===== config.mk =====
export PLATFORM = sky130hd
export DESIGN_NAME = demux1to4_tdm
export DESIGN_NICKNAME = d
export VERILOG_FILES = /design/src/rtl/demux1to4_tdm.sv
export SDC_FILE = /design/constraint.sdc
export NUM_CORES = 1
export LEC_CHECK = 0
export BUFFER_PORTS_ARGS = -buffer_cell sky130_fd_sc_hd__buf_2
export CAP_MARGIN = 15
export CORE_MARGIN = 2
export CORE_UTILIZATION = 40
export DETAILED_ROUTE_END_ITERATION = 10
export PLACE_DENSITY = 0.7
export SYNTH_ARGS = -nofsm -noshare
export SYNTH_HDL_FRONTEND = slang
export SYNTH_SLANG_ARGS = --single-unit

===== constraint.sdc =====
create_clock -name clk -period 3 [get_ports clk]
set_input_delay 0.6 -clock clk [delete_from_list [all_inputs] [get_ports clk]]
set_output_delay 0.6 -clock clk [all_outputs]
set_load 0.01 [all_outputs]

===== src/rtl/demux1to4_tdm.sv =====
// 1:4 time-division demultiplexer: locks onto sync-marked frames of four words
// and presents each complete frame on four registered output channels.
module demux1to4_tdm #(
    parameter int WIDTH = 8
) (
    input  logic             clk,
    input  logic             rst_n,
    input  logic [WIDTH-1:0] in,
    input  logic             in_valid,
    input  logic             sync,
    output logic [WIDTH-1:0] out0,
    output logic [WIDTH-1:0] out1,
    output logic [WIDTH-1:0] out2,
    output logic [WIDTH-1:0] out3,
    output logic             frame_valid,
    output logic             locked,
    output logic             sync_err
);

    typedef enum logic {HUNT = 1'b0, LOCK = 1'b1} state_t;

    state_t                      state_q;
    logic [1:0]                  slot_q;
    logic [3:0][WIDTH-1:0]       stg_q, stg_d;
    logic [3:0][WIDTH-1:0]       out_q;
    logic                        fv_q, err_q;
    logic                        stg_wr;
    logic [1:0]                  stg_idx;

    // A sync word always restarts staging at slot 0; plain words land only mid-frame.
    assign stg_wr  = in_valid && (sync || (state_q == LOCK && slot_q != 2'd0));
    assign stg_idx = sync ? 2'd0 : slot_q;

    always_comb begin
        stg_d = stg_q;
        if (stg_wr) stg_d[stg_idx] = in;
    end

    always_ff @(posedge clk or negedge rst_n) begin
        if (!rst_n) begin
            state_q <= HUNT;
            slot_q  <= 2'd0;
            stg_q   <= '0;
            out_q   <= '0;
            fv_q    <= 1'b0;
            err_q   <= 1'b0;
        end else begin
            fv_q  <= 1'b0;
            err_q <= 1'b0;
            stg_q <= stg_d;
            if (in_valid) begin
                case (state_q)
                    HUNT: begin
                        if (sync) begin
                            slot_q  <= 2'd1;
                            state_q <= LOCK;
                        end
                    end
                    LOCK: begin
                        if (sync) begin
                            err_q  <= (slot_q != 2'd0);
                            slot_q <= 2'd1;
                        end else if (slot_q == 2'd0) begin
                            err_q   <= 1'b1;
                            state_q <= HUNT;
                        end else begin
                            slot_q <= slot_q + 2'd1;
                            if (slot_q == 2'd3) begin
                                out_q <= stg_d;
                                fv_q  <= 1'b1;
                            end
                        end
                    end
                    default: state_q <= HUNT;
                endcase
            end
        end
    end

    assign out0        = out_q[0];
    assign out1        = out_q[1];
    assign out2        = out_q[2];
    assign out3        = out_q[3];
    assign frame_valid = fv_q;
    assign sync_err    = err_q;
    assign locked      = (state_q == LOCK);

endmodule


==> results.json, run 1 <==
{
  "status": "finished, final reports clean",
  "clockBufferDepth": 2,
  "period_share_pct": 83.55,
  "coreArea_um2": 7607,
  "yosys_most_used_dff": "dfrtp_1",
  "grt_max_degree": 59,
  "ir_worst_vdd_mv": 0.2423,
  "grt_pass1_wl_um": 11830,
  "drc": 0,
  "crit_path_max_fanout": 17,
  "power_leakage_nw": 1.641,
  "synth-edff-count": 0,
  "io_pins": 47,
  "pwr-share-comb_pct": 33.5,
  "wl_um": 7001,
  "cts_tree": "built",
  "hpwl_um": 4723,
  "async_reset_ff_share_pct": 100.0,
  "holdCritPathClass": "primary input to asynchronous set/reset pin",
  "dp_cells": 408,
  "avgSynthCellArea_um2": 11.39,
  "fill_cells": 693,
  "start_util_pct": 40.58,
  "finalNetCount": 333,
  "min_period_ps": 2507,
  "cp-start-kind": "flop",
  "setup_viol": 0,
  "cts_resized": 0,
  "numCtsBuffers": 9,
  "postCtsSetupRepairBufs": 0,
  "synth_xor_area_share_pct": 0,
  "drv_cap": 0,
  "synth_warnings": 0,
  "p_per_area_nw_per_um2": 911.0,
  "via_per_inst": 5.476,
  "dr.pass1.iters": 4,
  "syn2layout_area_growth_pct": 16.98,
  "worst_slew_pin_slew_ps": 468.6,
  "power_frac_seq_pct": 45.3,
  "end_kind": "flop",
  "dieHeight_um": 91.85,
  "synth_compound_area_share_pct": 17.31,
  "post_synth_and_or_nand_nor_area_fraction_pct": 12.24,
  "layout_commonest_cell": "dfrtp_1",
  "syn_nets": 287,
  "cts.clk_slew.worst_paths_ps": 70,
  "tns_ps": 0,
  "synth_cell_types": 33,
  "via_count": 2311,
  "drtIter0Drc": 140,
  "pwr-share-clk_pct": 21.3,
  "swShare_pct": 34.82,
  "hold_viol": 0,
  "synthesis.instances": 271,
  "crit_type": "flop to flop",
  "die_area_um2": 8436,
  "synth_top_family_by_area": "compound AO/OA/AOI/OAI gates",
  "synth.area.top_cells": "dfrtp_1, mux2_2, nand2_1",
  "grt.total_usage_pct": 18.20,
  "fin_skew_ps": 7.583,
  "max_slew_margin_pct": 68.69,
  "stdcell_area_um2": 3611,
  "slew_violations": 0,
  "rows": 32,
  "synth-seq-cells": 69,
  "crit_required_ps": 3220,
  "synth_mux_area_share_pct": 8.756,
  "yosys.area.top_type_share_pct": 55.94,
  "clock_latency_ps": 340,
  "hold_buffers": 0,
  "io_buffer_count": 46,
  "timing.fmax_mhz": 399.0,
  "placed_cell_area_um2": 3427,
  "internal-power_mw": 2.144,
  "synthAdderAreaFrac_pct": 1.621,
  "rsz0062_at_grt": "no",
  "h-tree-depth": 3,
  "reg2reg_depth": 6,
  "wire_per_inst_um": 16.59,
  "gr-total-overflow": 0,
  "synth_seq_area_share_pct": 55.94,
  "cts_sinks": 69,
  "yosys.area.top_type": "dfrtp_1",
  "crit_arrival_ps": 2730,
  "p_sw_mw": 1.145,
  "final_cell_mix": "dfrtp_1, nand2_1, buf_2",
  "die_w_um": 91.85,
  "antenna_found_initial": 0,
  "netlist_area_um2": 3087,
  "drive_gt1_share_pct": 30.94,
  "root_buffer": "clkbuf_8",
  "diodes": 0,
  "grt_pass1_vias": 2275,
  "fin_cells": 422,
  "antenna_left": 0,
  "gp_congestion": 0.7782
}
-- layout make-up --
type	count	area [µm²]	share of cell area [%]
Timing Repair Buffer	57	325.3	9.009
Tap cell	102	127.6	3.534
Clock inverter	1	5.005	0.1386
Sequential cell	69	1727	47.82
Clock buffer	13	178.9	4.955
Multi-Input combinational cell	176	1232	34.13
Inverter	4	15.01	0.4158
-- metal layers --
layer	global-route usage, %	share of wire [%]	vias up
met3	4.191	6.0	15
li1	-	-	1103
met2	25.67	46	75
met4	11.07	2.5	0
met1	25.42	45	1118
met5	0	0	-
-- Yosys cell counts, drive strengths merged, types with 4 or more instances --
library cell  count
a31oi             9
buf              10
clkbuf           12
dfrtp            69
ha                4
mux2             24
nand2            49
nand3            10
nor2              8
o2111ai           8
o211ai           24
o21ai            11
o311ai           16
-- path summary, 6_finish.rpt --
path | endpoint | slack, ps | startpoint
setup reg to reg | stg_q[29] | 490 | slot_q[1]
max in group asynchronous | out0[5] | 2250 | rst_n
hold / removal | out3[4] | 140 | rst_n
min in group clk | out0[3] | 490 | out0[3]
hold reg to reg | out0[3] | 490 | out0[3]
setup / recovery | stg_q[29] | 490 | slot_q[1]
-- power by group through the flow --
stage / logic [mW] / clock network, mW / registers [mW]
floorplan: 0.658 / 0 / 1.54
global placement: 1.09 / 0 / 1.49
detailed placement: 1.11 / 0 / 1.51
CTS: 1.11 / 0.718 / 1.49
global route: 1.24 / 0.764 / 1.54
finish: 1.10 / 0.700 / 1.49
-- stage by stage --
step	hold slack (ps)	power (mW)	utilization [%]	setup slack, ps
6_report	141.0	3.290	47.47	493.5
5_1_grt	145.4	3.535	47.47	389.3
4_1_cts	131.3	3.318	47.47	555.9
3_5_place_dp	486.9	2.614	45.05	571.8
3_3_place_gp	481.3	2.574	45.05	646.2
2_1_floorplan	304.4	2.200	-	676.5
-- worst max-delay path, cell delays in order, from the launching register on --
cell and delay (ps):
dfrtp_1 560, inv_1 330, ha_1 370, and4bb_1 370, buf_4 200, nand3_4 210
mux2_2 350
-- registers in the layout (all words and copies together) (netlist names), 2 cells and up --
name,flops
stg_q,32
out1,8
out0,8
out3,8
slot_q,2
out2,8
-- kinds of logic after synthesis --
kind of cell	after synthesis
AO/OA/AOI/OAI	71
adder cells (fa/ha/maj)	4
buffers and inverters	26
flip-flops	69
multiplexers	24
AND/OR/NAND/NOR	77
No activity file was read; power rests on OpenSTA's default activity.
==> run 2, diff against run 1 <==
Settings changed: PLACE_DENSITY 0.7 to 0.72.
Clock period 3 ns to 2.3 ns, I/O delays scaled along.
==> run 2 against run 1 <==
Global-route usage is 0.35 points lower. Sequential power is 30% higher. Clock power is 39% higher. Setup slack worse by 170 ps. Cell area is 0.94% higher. Total power is 33% higher. Via count is 2.3% higher. Sequential share of layout area is 0.44 points lower.
==> results.json, run 2 (same netlist as run 1, synthesis figures left out) <==
{
  "stdcell_area_um2": 3645,
  "die_w_um": 91.85,
  "wl_um": 7065,
  "place_ws_ps": 336.6,
  "wire_per_inst_um": 16.58,
  "setup_viol": 0,
  "grt_pass1_wl_um": 11730,
  "rsz0062_at_grt": "no",
  "numCtsBuffers": 9,
  "drive_gt1_share_pct": 31.17,
  "die_area_um2": 8436,
  "cts_tree": "built",
  "placed_cell_area_um2": 3452,
  "clockBufferDepth": 2,
  "gp_congestion": 0.8311,
  "postLayoutCoreUtil_pct": 47.91,
  "power_leakage_nw": 1.654,
  "critPathBufInv": 3,
  "status": "finished, final reports clean",
  "path_cells": "clkinv_1 -> ha_2 -> inv_1 -> ha_1 -> and4_1 -> buf_4 -> o311ai_0 -> o211ai_1",
  "postCtsSetupRepairBufs": 0,
  "worst_slew_pin_slew_ps": 545.7,
  "crit_type": "flop to flop",
  "cts.clk_slew.worst_paths_ps": 70,
  "antenna_found_initial": 0,
  "h-tree-depth": 3,
  "cts_resized": 0,
  "clock_latency_ps": 340,
  "cpLargestDelayFamily": "buffers and inverters",
  "end_kind": "flop",
  "p_per_area_nw_per_um2": 1205,
  "min_period_ps": 1980,
  "antenna_left": 0,
  "holdCritPathClass": "primary input to asynchronous set/reset pin",
  "hold_buffers": 0,
  "hold_viol": 0,
  "tns_ps": 0,
  "via_count": 2364,
  "slew_violations": 0,
  "grt.total_usage_pct": 17.85,
  "drc": 0,
  "top_register": "stg_q",
  "grtUsageMet2_pct": 25.67,
  "top_usage_layer": "met1",
  "gr-total-overflow": 0,
  "grt_max_degree": 39,
  "rows": 32,
  "slowest_stage": "dfrtp_1",
  "period_share_pct": 86.08,
  "grtUsageMet1_pct": 26.33,
  "coreArea_um2": 7607,
  "fin_cells": 426,
  "grt_pass1_vias": 2258,
  "start_util_pct": 40.58,
  "io_pins": 47,
  "diodes": 0,
  "cp-start-kind": "flop",
  "dr.pass1.iters": 4,
  "hpwl_um": 4853,
  "via_per_inst": 5.549,
  "layout_commonest_cell": "dfrtp_1",
  "largest_reg_flops": 32,
  "crit_path_max_fanout": 38,
  "crit_required_ps": 2550,
  "final_cell_mix": "dfrtp_1, nand2_1, buf_2",
  "ir_worst_vdd_mv": 0.4728,
  "power_mw": 4.391,
  "grt_use_met3_pct": 3.369,
  "timing.fmax_mhz": 505.1,
  "finalWorstSetupSlack_ps": 320.1,
  "root_buffer": "clkbuf_8",
  "io_buffer_count": 46,
  "cpPeakStageDelay_ps": 350,
  "dp_cells": 411,
  "drtIter0Drc": 227,
  "drv_cap": 0,
  "cts_sinks": 69,
  "max_slew_margin_pct": 63.62,
  "dieHeight_um": 91.85,
  "crit_arrival_ps": 2230,
  "syn2layout_area_growth_pct": 18.08,
  "reg2reg_slack_ps": 320,
  "finalNetCount": 336,
  "fin_skew_ps": 6.390,
  "whs_ps": 99.19
}
run 2: area by class of cell:
cell class / count / area [µm²]
fillers: 708 / 3963
flip-flops and latches: 69 / 1727
multi-input cells: 176 / 1235
repair buffers: 60 / 347.8
clock buffers: 14 / 162.7
well taps: 102 / 127.6
clock inverters: 1 / 30.03
inverters: 4 / 15.01
run 2: where the power goes:
| group | switching, mW | internal (mW) |
|---|---|---|
| clock | 0.416 | 0.556 |
| sequential | 0.237 | 1.69 |
| combinational | 0.851 | 0.642 |
| total | 1.50 | 2.89 |
run 2: metal layers:
metal	part of all wire (%)	routed length, µm
met1	46	3275
met2	47	3287
met3	5.8	413
met4	1.2	88
met5	0	0
run 2: final timing paths:
path                            startpoint         to  cells after the start
worst max-delay path             slot_q[0]    out2[4]                      8
worst min-delay path                 rst_n    out3[4]                      1
worst max register to register   slot_q[0]    out2[4]                      8
worst min register to register     out0[1]    out0[1]                      2
max in group asynchronous            rst_n     locked                      2
min in group clk                     in[7]  stg_q[15]                      3
==> run 3, diff against run 2 <==
Settings changed: CORE_UTILIZATION 40 to 51, PLACE_DENSITY 0.72 to 0.86.
==> run 3 against run 2 <==
Combinational power about the same. Wire length up 3.6%. Hold slack better by 16 ps. Clock skew up 0.58 ps. Via count up 2.5%. Die area down 21%. Total power up 3.4%. Critical path type unchanged.
==> results.json, run 3 (same netlist as run 1, synthesis figures left out) <==
{
  "numCtsBuffers": 9,
  "cpPeakStageDelay_ps": 560,
  "finalNetCount": 331,
  "timing.fmax_mhz": 462.2,
  "die_area_um2": 6690,
  "holdCritPathClass": "primary input to asynchronous set/reset pin",
  "cts_resized": 0,
  "hpwl_um": 4638,
  "io_buffer_count": 46,
  "end_kind": "flop",
  "grt.total_usage_pct": 23.37,
  "die_w_um": 81.80,
  "start_util_pct": 52.44,
  "finalWorstSetupSlack_ps": 136.6,
  "path_cells": "inv_1 -> ha_2 -> and4bb_1 -> nand3_2 -> mux2_2",
  "drtIter0Drc": 189,
  "grt_pass1_wl_um": 11580,
  "dieHeight_um": 81.80,
  "diodes": 0,
  "largest_reg_flops": 32,
  "period_share_pct": 94.06,
  "cts.clk_slew.worst_paths_ps": 70,
  "fin_skew_ps": 6.967,
  "drv_cap": 0,
  "crit_path_max_fanout": 16,
  "layout_commonest_cell": "dfrtp_1",
  "drive_gt1_share_pct": 30.63,
  "syn2layout_area_growth_pct": 17.27,
  "rsz0062_at_grt": "no",
  "power_frac_seq_pct": 43.0,
  "root_buffer": "clkbuf_8",
  "antenna_found_initial": 0,
  "io_pins": 47,
  "max_slew_margin_pct": 55.39,
  "setup_viol": 0,
  "crit_arrival_ps": 2390,
  "drc": 0,
  "internal-power_mw": 2.981,
  "slew_violations": 0,
  "gr-total-overflow": 0,
  "ir_worst_vdd_mv": 0.5198,
  "via_count": 2423,
  "clockBufferDepth": 2,
  "crit_required_ps": 2520,
  "h-tree-depth": 3,
  "coreArea_um2": 5886,
  "gp_congestion": 0.8006,
  "fill_cells": 475,
  "grt_pass1_vias": 2359,
  "cp-start-kind": "flop",
  "whs_ps": 115.4,
  "rows": 28,
  "place_ws_ps": 167.3,
  "final_cell_mix": "dfrtp_1, nand2_1, buf_2",
  "clock_latency_ps": 340,
  "grt_max_degree": 70,
  "wire_per_inst_um": 18.52,
  "p_per_area_nw_per_um2": 1255,
  "wl_um": 7317,
  "status": "finished, final reports clean",
  "cts_sinks": 69,
  "postCtsSetupRepairBufs": 0,
  "postLayoutCoreUtil_pct": 61.50,
  "p_sw_mw": 1.561,
  "antenna_left": 0,
  "swShare_pct": 34.37,
  "cts_tree": "built",
  "worst_slew_pin_slew_ps": 666.3,
  "pwr-share-clk_pct": 24.5,
  "top_register": "stg_q",
  "power_leakage_nw": 1.644,
  "hold_buffers": 0,
  "via_per_inst": 6.134,
  "slowest_stage": "dfrtp_1",
  "crit_type": "flop to flop",
  "hold_viol": 0,
  "dr.pass1.iters": 4,
  "power_mw": 4.542,
  "tns_ps": 0,
  "min_period_ps": 2163,
  "pwr-share-comb_pct": 32.5
}
run 3: power groups by stage:
stage | combinational [mW] | clock [mW] | sequential [mW]
final | 1.48 | 1.12 | 1.95
after detailed placement | 1.47 | 0 | 1.97
after global placement | 1.41 | 0 | 1.94
after floorplan | 0.862 | 0 | 2.01
after CTS | 1.48 | 1.13 | 1.95
after global routing | 1.63 | 1.17 | 2.01
run 3: routing by layer:
metal  vias up  wire length (µm)  global-route usage [%]  share of wire [%]
li1       1101                 -                       -                  -
met1      1216              3092                   29.35                 42
met2        92              3621                   37.89                 49
met3        14               443                   6.813                6.1
met4         0               159                   9.667                2.2
met5         -                 0                       0                  0
run 3: final timing paths:
check / startpoint / end / slack [ps] / cells past startpoint
worst min register to register: out0[1] / out0[1] / 490 / 2
worst max register to register: slot_q[1] / stg_q[22] / 140 / 5
max in group asynchronous: rst_n / slot_q[1] / 1870 / 2
worst min-delay path: rst_n / out3[5] / 120 / 2
min in group clk: in[7] / stg_q[15] / 470 / 3
worst max-delay path: slot_q[1] / stg_q[22] / 140 / 5
run 3: area by class of cell:
| class | instances | area, µm² | area share, % |
|---|---|---|---|
| sequential | 69 | 1727 | 47.70 |
| multi-input combinational | 176 | 1235 | 34.12 |
| timing repair buffer | 55 | 322.8 | 8.918 |
| clock buffer | 13 | 158.9 | 4.390 |
| tap | 75 | 93.84 | 2.592 |
| clock inverter | 3 | 67.56 | 1.867 |
| inverter | 4 | 15.01 | 0.4148 |
run 3: metrics by stage:
| stage | area [µm²] | instances |
|---|---|---|
| after floorplan | 3089 | 271 |
| after global placement | 3393 | 379 |
| after detailed placement | 3393 | 379 |
| after CTS | 3620 | 395 |
| after global routing | 3620 | 395 |
| final | 3620 | 395 |
run 3: critical path, delay by kind of cell (launching register included):
kind	cells	cell delay (ps)
mux	1	390
fa+ha+maj	1	240
flops	1	560
simple gates	2	750
buf+inv	1	110
